--- config.mk ---
export PLATFORM = sky130hd
export DESIGN_NAME = eth_tx_fifo_drain
export DESIGN_NICKNAME = d
export VERILOG_FILES = /design/src/rtl/eth_tx_pkg.sv /design/src/rtl/rd_prefetch_buf.sv /design/src/rtl/eth_tx_fifo_drain.sv
export SDC_FILE = /design/constraint.sdc
export NUM_CORES = 1
export LEC_CHECK = 0
export CORE_UTILIZATION = 40
export CTS_CLUSTER_DIAMETER = 40
export DETAILED_ROUTE_END_ITERATION = 8
export PLACE_DENSITY = 0.69
export SKIP_CTS_REPAIR_TIMING = 1
export SYNTH_ARGS = -nofsm -noshare
export SYNTH_HDL_FRONTEND = slang
export SYNTH_HIERARCHICAL = 1
export SYNTH_SLANG_ARGS = --single-unit
--- constraint.sdc ---
create_clock -name rclk -period 8.6 [get_ports rclk]
set_clock_uncertainty 0.1 [all_clocks]
set_input_delay 1.29 -clock rclk [delete_from_list [all_inputs] [get_ports rclk]]
set_output_delay 1.29 -clock rclk [all_outputs]
set_load 0.1 [all_outputs]
--- src/rtl/eth_tx_pkg.sv ---
// Shared types and defaults for the Ethernet TX FIFO drain path.
package eth_tx_pkg;

    // Drain FSM states
    typedef enum logic [1:0] {
        StIdle,
        StData,
        StPad,
        StGap
    } drain_state_e;

    // Position of the last-of-frame flag inside a FIFO word
    localparam int unsigned LAST_BIT = 8;

    localparam int unsigned DEFAULT_MIN_LEN    = 60;
    localparam int unsigned DEFAULT_IFG_CYCLES = 12;

endpackage

--- src/rtl/rd_prefetch_buf.sv ---
// Two-entry prefetch buffer in front of a non-fall-through FIFO read port.
// Tracks occupancy plus the word in flight and issues FIFO pops.
module rd_prefetch_buf
    import eth_tx_pkg::*;
#(
    parameter int unsigned DSIZE = 9
) (
    input  logic             rclk,
    input  logic             rrst,
    output logic             fifo_rinc_o,
    input  logic [DSIZE-1:0] fifo_rdata_i,
    input  logic             fifo_rempty_i,
    input  logic             pop_i,
    output logic             head_valid_o,
    output logic [7:0]       head_byte_o,
    output logic             head_last_o,
    output logic             incoming_o
);

    logic [1:0][DSIZE-1:0] mem_q, mem_d;
    logic [1:0]            cnt_q, cnt_d;
    logic                  inflight_q;
    logic                  pop;
    logic [1:0]            occ_net;
    logic [2:0]            pending;

    assign pop = pop_i && (cnt_q != 2'd0);

    // The head leaving this cycle is already counted as gone, so a word can be
    // requested every cycle while the consumer drains one per cycle.
    assign occ_net     = cnt_q - {1'b0, pop};
    assign pending     = {1'b0, occ_net} + {2'b00, inflight_q};
    assign fifo_rinc_o = !fifo_rempty_i && (pending < 3'd2);

    assign head_valid_o = (cnt_q != 2'd0);
    assign head_byte_o  = mem_q[0][7:0];
    assign head_last_o  = mem_q[0][LAST_BIT];
    assign incoming_o   = inflight_q;

    // Buffer contents: entry 0 is always the head; write and pop may coincide
    always_comb begin
        mem_d = mem_q;
        cnt_d = cnt_q;
        case ({inflight_q, pop})
            2'b01: begin
                mem_d[0] = mem_q[1];
                cnt_d    = cnt_q - 2'd1;
            end
            2'b10: begin
                if (cnt_q == 2'd0) begin
                    mem_d[0] = fifo_rdata_i;
                end else begin
                    mem_d[1] = fifo_rdata_i;
                end
                cnt_d = cnt_q + 2'd1;
            end
            2'b11: begin
                if (cnt_q == 2'd1) begin
                    mem_d[0] = fifo_rdata_i;
                end else begin
                    mem_d[0] = mem_q[1];
                    mem_d[1] = fifo_rdata_i;
                end
            end
            default: ;
        endcase
    end

    // State registers; a word popped during reset is dropped
    always_ff @(posedge rclk) begin
        if (rrst) begin
            mem_q      <= '0;
            cnt_q      <= 2'd0;
            inflight_q <= 1'b0;
        end else begin
            mem_q      <= mem_d;
            cnt_q      <= cnt_d;
            inflight_q <= fifo_rinc_o;
        end
    end

endmodule

--- src/rtl/eth_tx_fifo_drain.sv ---
// FIFO-to-stream drain for the TX MAC: runt padding and inter-frame gap.
module eth_tx_fifo_drain
    import eth_tx_pkg::*;
#(
    parameter int unsigned DSIZE      = 9,
    parameter int unsigned MIN_LEN    = DEFAULT_MIN_LEN,
    parameter int unsigned IFG_CYCLES = DEFAULT_IFG_CYCLES, // must be >= 1
    parameter int unsigned LEN_W      = 11
) (
    input  logic             rclk,
    input  logic             rrst,
    output logic             fifo_rinc,
    input  logic [DSIZE-1:0] fifo_rdata,
    input  logic             fifo_rempty,
    output logic [7:0]       m_tdata,
    output logic             m_tvalid,
    input  logic             m_tready,
    output logic             m_tlast,
    output logic             frame_done,
    output logic [LEN_W-1:0] frame_len,
    output logic             busy
);

    localparam int unsigned GAP_W = (IFG_CYCLES > 1) ? $clog2(IFG_CYCLES) : 1;
    localparam logic [GAP_W-1:0] GAP_LAST  = GAP_W'(IFG_CYCLES - 1);
    localparam logic [LEN_W-1:0] MIN_LEN_W = LEN_W'(MIN_LEN);
    localparam logic [LEN_W-1:0] CNT_MAX   = {LEN_W{1'b1}};

    drain_state_e     state_q, state_d;
    logic [LEN_W-1:0] count_q, count_d;
    logic [GAP_W-1:0] gap_q, gap_d;
    logic             done_q;
    logic [LEN_W-1:0] len_q;

    logic             buf_pop;
    logic             head_valid;
    logic [7:0]       head_byte;
    logic             head_last;
    logic             incoming;
    logic             buf_avail;
    logic [LEN_W-1:0] cnt_inc;
    logic             last_hs;

    rd_prefetch_buf #(
        .DSIZE(DSIZE)
    ) u_buf (
        .rclk         (rclk),
        .rrst         (rrst),
        .fifo_rinc_o  (fifo_rinc),
        .fifo_rdata_i (fifo_rdata),
        .fifo_rempty_i(fifo_rempty),
        .pop_i        (buf_pop),
        .head_valid_o (head_valid),
        .head_byte_o  (head_byte),
        .head_last_o  (head_last),
        .incoming_o   (incoming)
    );

    // A word landing this cycle counts, so DATA is entered with the head ready
    assign buf_avail = head_valid || incoming;
    assign cnt_inc   = (count_q == CNT_MAX) ? count_q : count_q + 1'b1;
    assign last_hs   = m_tvalid && m_tready && m_tlast;

    assign frame_done = done_q;
    assign frame_len  = len_q;
    assign busy       = (state_q != StIdle) || head_valid;

    // Next-state, byte/gap counters and stream outputs
    always_comb begin
        state_d  = state_q;
        count_d  = count_q;
        gap_d    = gap_q;
        m_tvalid = 1'b0;
        m_tdata  = 8'h00;
        m_tlast  = 1'b0;
        buf_pop  = 1'b0;
        unique case (state_q)
            StIdle: begin
                if (buf_avail) state_d = StData;
            end
            StData: begin
                m_tvalid = head_valid;
                m_tdata  = head_valid ? head_byte : 8'h00;
                m_tlast  = head_valid && head_last && (cnt_inc >= MIN_LEN_W);
                if (head_valid && m_tready) begin
                    buf_pop = 1'b1;
                    count_d = cnt_inc;
                    if (head_last) begin
                        if (m_tlast) begin
                            state_d = StGap;
                            gap_d   = '0;
                            count_d = '0;
                        end else begin
                            state_d = StPad;
                        end
                    end
                end
            end
            StPad: begin
                m_tvalid = 1'b1;
                m_tlast  = (cnt_inc >= MIN_LEN_W);
                if (m_tready) begin
                    count_d = cnt_inc;
                    if (m_tlast) begin
                        state_d = StGap;
                        gap_d   = '0;
                        count_d = '0;
                    end
                end
            end
            StGap: begin
                if (gap_q == GAP_LAST) begin
                    state_d = buf_avail ? StData : StIdle;
                end else begin
                    gap_d = gap_q + 1'b1;
                end
            end
            default: state_d = StIdle;
        endcase
    end

    // State, counters and the registered frame-completion report
    always_ff @(posedge rclk) begin
        if (rrst) begin
            state_q <= StIdle;
            count_q <= '0;
            gap_q   <= '0;
            done_q  <= 1'b0;
            len_q   <= '0;
        end else begin
            state_q <= state_d;
            count_q <= count_d;
            gap_q   <= gap_d;
            done_q  <= last_hs;
            if (last_hs) len_q <= cnt_inc;
        end
    end

endmodule

Word level (Yosys, flattened, before mapping)

Index checks and enable logic that the tools add are counted.

Add/sub/neg operators: 6
Equality and inequality tests: 20
Reduce and logical (&&, ||, !) cells: 24
Order comparisons: 2
Mux-type cells: 36

Operators with widths:

| kind                  | count |
|---|---|
| $mux 11               | 6 |
| $mux 9                | 4 |
| $pmux 9 s3            | 1 |
| $mux 4                | 6 |
| $pmux 11 s2           | 1 |
| $ne 2x2->1 const B    | 9 |
| $pmux 9 s2            | 1 |
| $mux 8                | 2 |
| $mux 2                | 6 |
| $pmux 4 s3            | 1 |
| $add 11x1->11 const B | 1 |
| $eq 11x11->1 const B  | 1 |
| $ge 11x6->1 const B   | 1 |
| $reduce_bool 2->1     | 5 |
| $eq 2x2->1 const B    | 4 |
| $pmux 2 s4            | 1 |
| $logic_and 1x1->1     | 7 |
| $reduce_and 7->1      | 1 |
| $eq 2x1->1 const B    | 3 |
| $reduce_and 3->1      | 2 |
| $reduce_and 6->1      | 1 |
| $reduce_bool 3->1     | 2 |
| $add 4x1->4 const B   | 1 |
| $eq 4x4->1 const B    | 1 |
| 13 further kinds      | 20 |

Input bits: 13
Flip-flop bits (word level): 50

Longest topological paths before layout

Depth after elaboration: 9
Mapped depth: 12
Depth with buffers taken out: 9

Hierarchy

The synthesis kept the hierarchy.

Modules (own cells, without submodules):

| module            | area an instance (um^2) | cells an instance | instances |
|---|---|---|---|
| eth_tx_fifo_drain | 1814.2                  | 227               | 1 |
| rd_prefetch_buf   | 1398.8                  | 153               | 1 |

Worst setup path before layout

OpenSTA, ideal clock, no wires.

Path kind: register to output
From: register count_q[0]
To: output port m_tlast
Slack: 3543 ps
Data required time: 7210 ps
Buffers on the path: 1
Stages on the path, launching flop included: 8
Arrival: 3667 ps
Cell sequence: dfxtp_1 ha_1 and3_1 buf_6 nand4_1 a22oi_1 a2111oi_4 nor3b_1

Longest elaborated chain between the ends: 5
Elaborated cells on any way between the ends: 6

RTL lines:

| element                                       | line                                              | text |
|---|---|---|
| from (decl)                                   | eth_tx_fifo_drain.sv:30                           | `logic [LEN_W-1:0] count_q, count_d;` |
| from (signal assigned)                        | eth_tx_fifo_drain.sv:132                          | `count_q <= count_d;` |
| $add 11x1->11 or $eq 11x11->1 (tied branches) | eth_tx_fifo_drain.sv:61                           | `assign cnt_inc = (count_q == CNT_MAX) ? count_q : count_q + 1'b1;` |
| $mux 11 (*)                                   | eth_tx_fifo_drain.sv:61                           |  |
| $ge 11x6->1 (*)                               | eth_tx_fifo_drain.sv:84, eth_tx_fifo_drain.sv:101 |  |
| $logic_and 1x1->1                             | eth_tx_fifo_drain.sv:84                           | `m_tlast = head_valid && head_last && (cnt_inc >= MIN_LEN_W);` |
| $pmux 1 s2 (*)                                | eth_tx_fifo_drain.sv:77                           | `unique case (state_q)` |
| to (decl)                                     | eth_tx_fifo_drain.sv:18                           | `output logic m_tlast,` |

Every way passes the cells marked *; elsewhere a longest branch is shown, timed or not.

Final worst setup path

From: input port m_tready
To: output port fifo_rinc

Longest elaborated chain between the ends: 8

RTL lines:

| element           | line                    | text |
|---|---|---|
| from (decl)       | eth_tx_fifo_drain.sv:17 | `input logic m_tready,` |
| $logic_and 1x1->1 | eth_tx_fifo_drain.sv:85 | `if (head_valid && m_tready) begin` |
| $mux 1            | eth_tx_fifo_drain.sv:85 |  |
| $mux 1            | eth_tx_fifo_drain.sv:77 |  |
| named net buf_pop | eth_tx_fifo_drain.sv:35 | `logic buf_pop;` |
| $logic_and 1x1->1 | rd_prefetch_buf.sv:27   | `assign pop = pop_i && (cnt_q != 2'd0);` |
| $sub 2x1->2       | rd_prefetch_buf.sv:31   | `assign occ_net = cnt_q - {1'b0, pop};` |
| $add 2x1->3       | rd_prefetch_buf.sv:32   | `assign pending = {1'b0, occ_net} + {2'b00, inflight_q};` |
| $lt 3x2->1        | rd_prefetch_buf.sv:33   | `assign fifo_rinc_o = !fifo_rempty_i && (pending < 3'd2);` |
| $logic_and 1x1->1 | rd_prefetch_buf.sv:33   |  |
| to (decl)         | eth_tx_fifo_drain.sv:12 | `output logic fifo_rinc,` |

The timed path passes the listed nets, and every way through them passes these cells.

==> impl_metrics.yaml <==
drt:
  postRouteAntennaNets: 0
  drt_iter0_markers: 78
  finalWirelength_um: 7520
  drt-vias-per-instance: 5.75
  drt_first_pass_iters: 4
  wl_per_cell_um: 15.3
  drcViolationCount: 0
  vias: 2827
synth:
  syn_nets: 404
  synth-seq-cells: 50
  ys.flop_type: "dfxtp_1"
  yosysWarnings: 6
  syn_area_per_cell_um2: 8.46
  synth_async_sr_flop_share: 0
  synthesis.area_um2: 3210
  synth_edf_count: 0
  ys_seq_area_frac: 0.312
  ys_types: 62
  synthCells: 380
floorplan:
  placementRows: 32
  die_x_um: 91.6
  die_y_um: 91.6
  core_um2: 7770
  dieArea_um2: 8400
  pin_count: 37
  start_util: 0.414
sta:
  finalCriticalPeriod_ns: 5.45
  post-route-period-util: 0.633
  tns_ns: 0
  whs_ns: 0.377
  finalSetupViolCount: 0
  finalHoldViolations: 0
  grt_setup_unrepaired: "no"
  worst_pin_slew_ns: 0.973
  max_freq_mhz: 184
  max_slew_margin: 0.349
  slew_violations: 0
clock_network:
  clkTransAtPathRegs_ns: 0.09
  htree_levels: 2
  clk_latency_ns: 0.31
  clockBufferDepth: 2
  cts_tree: "yes"
  cts_made_buffers: 5
  cts_sinks: 50
  clockRootBuffer: "clkbuf_8"
setup_path:
  crit_end: "fifo_rinc"
  r2r-start: "u_buf/cnt_q[0]"
  endpoint_kind: "output port"
  crit_start: "m_tready"
  arrival_ns: 4.06
  critPathLaunchType: "input pin"
  rrSetupSlack_ns: 5.23
  reg2reg_to: "u_buf/mem_q[11]"
  worstSetupPathType: "input pin to output port"
  path_max_fanout: 9
  r2r_cells: 9
  crit_required_ns: 7.21
global_routing:
  grt_pass1_wl_um: 12900
  grt_overflow: 0
  antenna_found_initial: 0
  grt_pass1_vias: 2643
  track_usage: 0.189
  grt_max_degree: 62
power:
  p_leak_nw: 1.35
  ir_worst_vdd_mv: 0.0689
  p_per_area_nw_per_um2: 186
cells_and_area:
  layout_common_cells: "dfxtp_1 (50), clkdlybuf4s50_1 (35), a21oi_1 (34)"
  syn_to_final_growth_pct: 12.5
  final_nets: 414
  layout_commonest_cell: "dfxtp_1"
  insertedDiodeCount: 0
  drive_gt1_frac: 0.0615
  final_core_util: 0.465
job:
  maxCapViolations: 0
worst_hold_path:
  hold_path.class: "flop to flop"
outcome:
  outcome: "finished clean"
placed_design:
  hpwl_um: 4950
  gp_congestion: 0.832
  numPortBuffers: 36
## per-layer routing
layer	global-route usage	vias to the layer above	share of wire
met3	0.0332	11	0.032
li1	-	1402	-
met5	0	-	0
met1	0.249	1355	0.47
met2	0.314	59	0.48
met4	0.0608	0	0.015
## cells by family after synthesis
logic type / share of synthesized area
simple gates: 0.247
compound gates: 0.219
flops: 0.312
buf+inv: 0.0771
mux: 0.0829
fa+ha+maj: 0.0459
xor+xnor: 0.0164
## area by class of cell
class	count	area (um^2)
fillers	776	4150
repair buffers	38	370
clock inverters	1	30.0
well taps	102	128
flip-flops and latches	50	1000
multi-input cells	285	1960
clock buffers	6	82.6
inverters	10	37.5
## critical path: stages
cell	delay [ns]
clkdlybuf4s50_1	0.56
and3_1	0.41
nor3b_1	0.32
nand3b_1	0.16
a21oi_1	0.16
clkdlybuf4s50_1	1.15
## cells in the mapped netlist, types with 4 or more instances
library cell	n	area (um^2)
mux2i_1	14	140
nand2b_1	21	131
nand3_1	26	130
nor2b_1	8	50.1
buf_6	5	56.3
mux2_1	9	101
o21ai_0	8	40.0
a31oi_1	14	87.6
and3_1	13	81.3
nand2_1	17	63.8
ha_1	11	138
xor2_1	4	35.0
o21bai_1	9	67.6
buf_2	5	25.0
o21a_1	5	37.5
clkbuf_1	15	56.3
o211ai_1	11	82.6
a211oi_1	6	45.0
dfxtp_1	50	1000
nand4_1	4	25.0
nor2_1	16	60.1
nor3_1	4	20.0
inv_1	8	30.0
buf_4	9	67.6
a21oi_1	34	170
o41ai_1	4	35.0
## sequential cells by signal, indices dropped and copies added (netlist names)
signal / count
count_q: 11
frame_done: 1
frame_len: 11
gap_q: 4
state_q: 2
u_buf/cnt_q: 2
u_buf/head_byte_o: 8
u_buf/head_last_o: 1
u_buf/incoming_o: 1
u_buf/mem_q: 9
## worst min-delay path by stage
stage	startpoint	end	slack, ns	cells past startpoint
after floorplan	gap_q[2]	gap_q[2]	0.35	2
after global placement	frame_len[3]	frame_len[3]	0.36	2
after detailed placement	frame_len[2]	frame_len[2]	0.36	2
after CTS	frame_len[3]	frame_len[3]	0.38	2
after global routing	gap_q[2]	gap_q[2]	0.41	2
final	frame_len[2]	frame_len[2]	0.38	2
## per-stage QoR
step | cells | total power, mW | setup WS (ns) | cell area [um^2]
after floorplan | 380 | 0.454 | 3.54 | 3210
after global placement | 485 | 0.496 | 3.19 | 3500
after detailed placement | 485 | 0.501 | 3.13 | 3500
after CTS | 492 | 0.674 | 3.13 | 3610
after global routing | 492 | 0.708 | 2.95 | 3610
final | 492 | 0.671 | 3.15 | 3610
## power by group
part	internal [mW]	leakage [nW]	switching [mW]	total, mW
sequential	0.248	0.406	0.0160	0.265
combinational	0.0761	0.891	0.156	0.232
clock	0.0932	0.0573	0.0804	0.174
No activity file was read; power rests on OpenSTA's default activity.
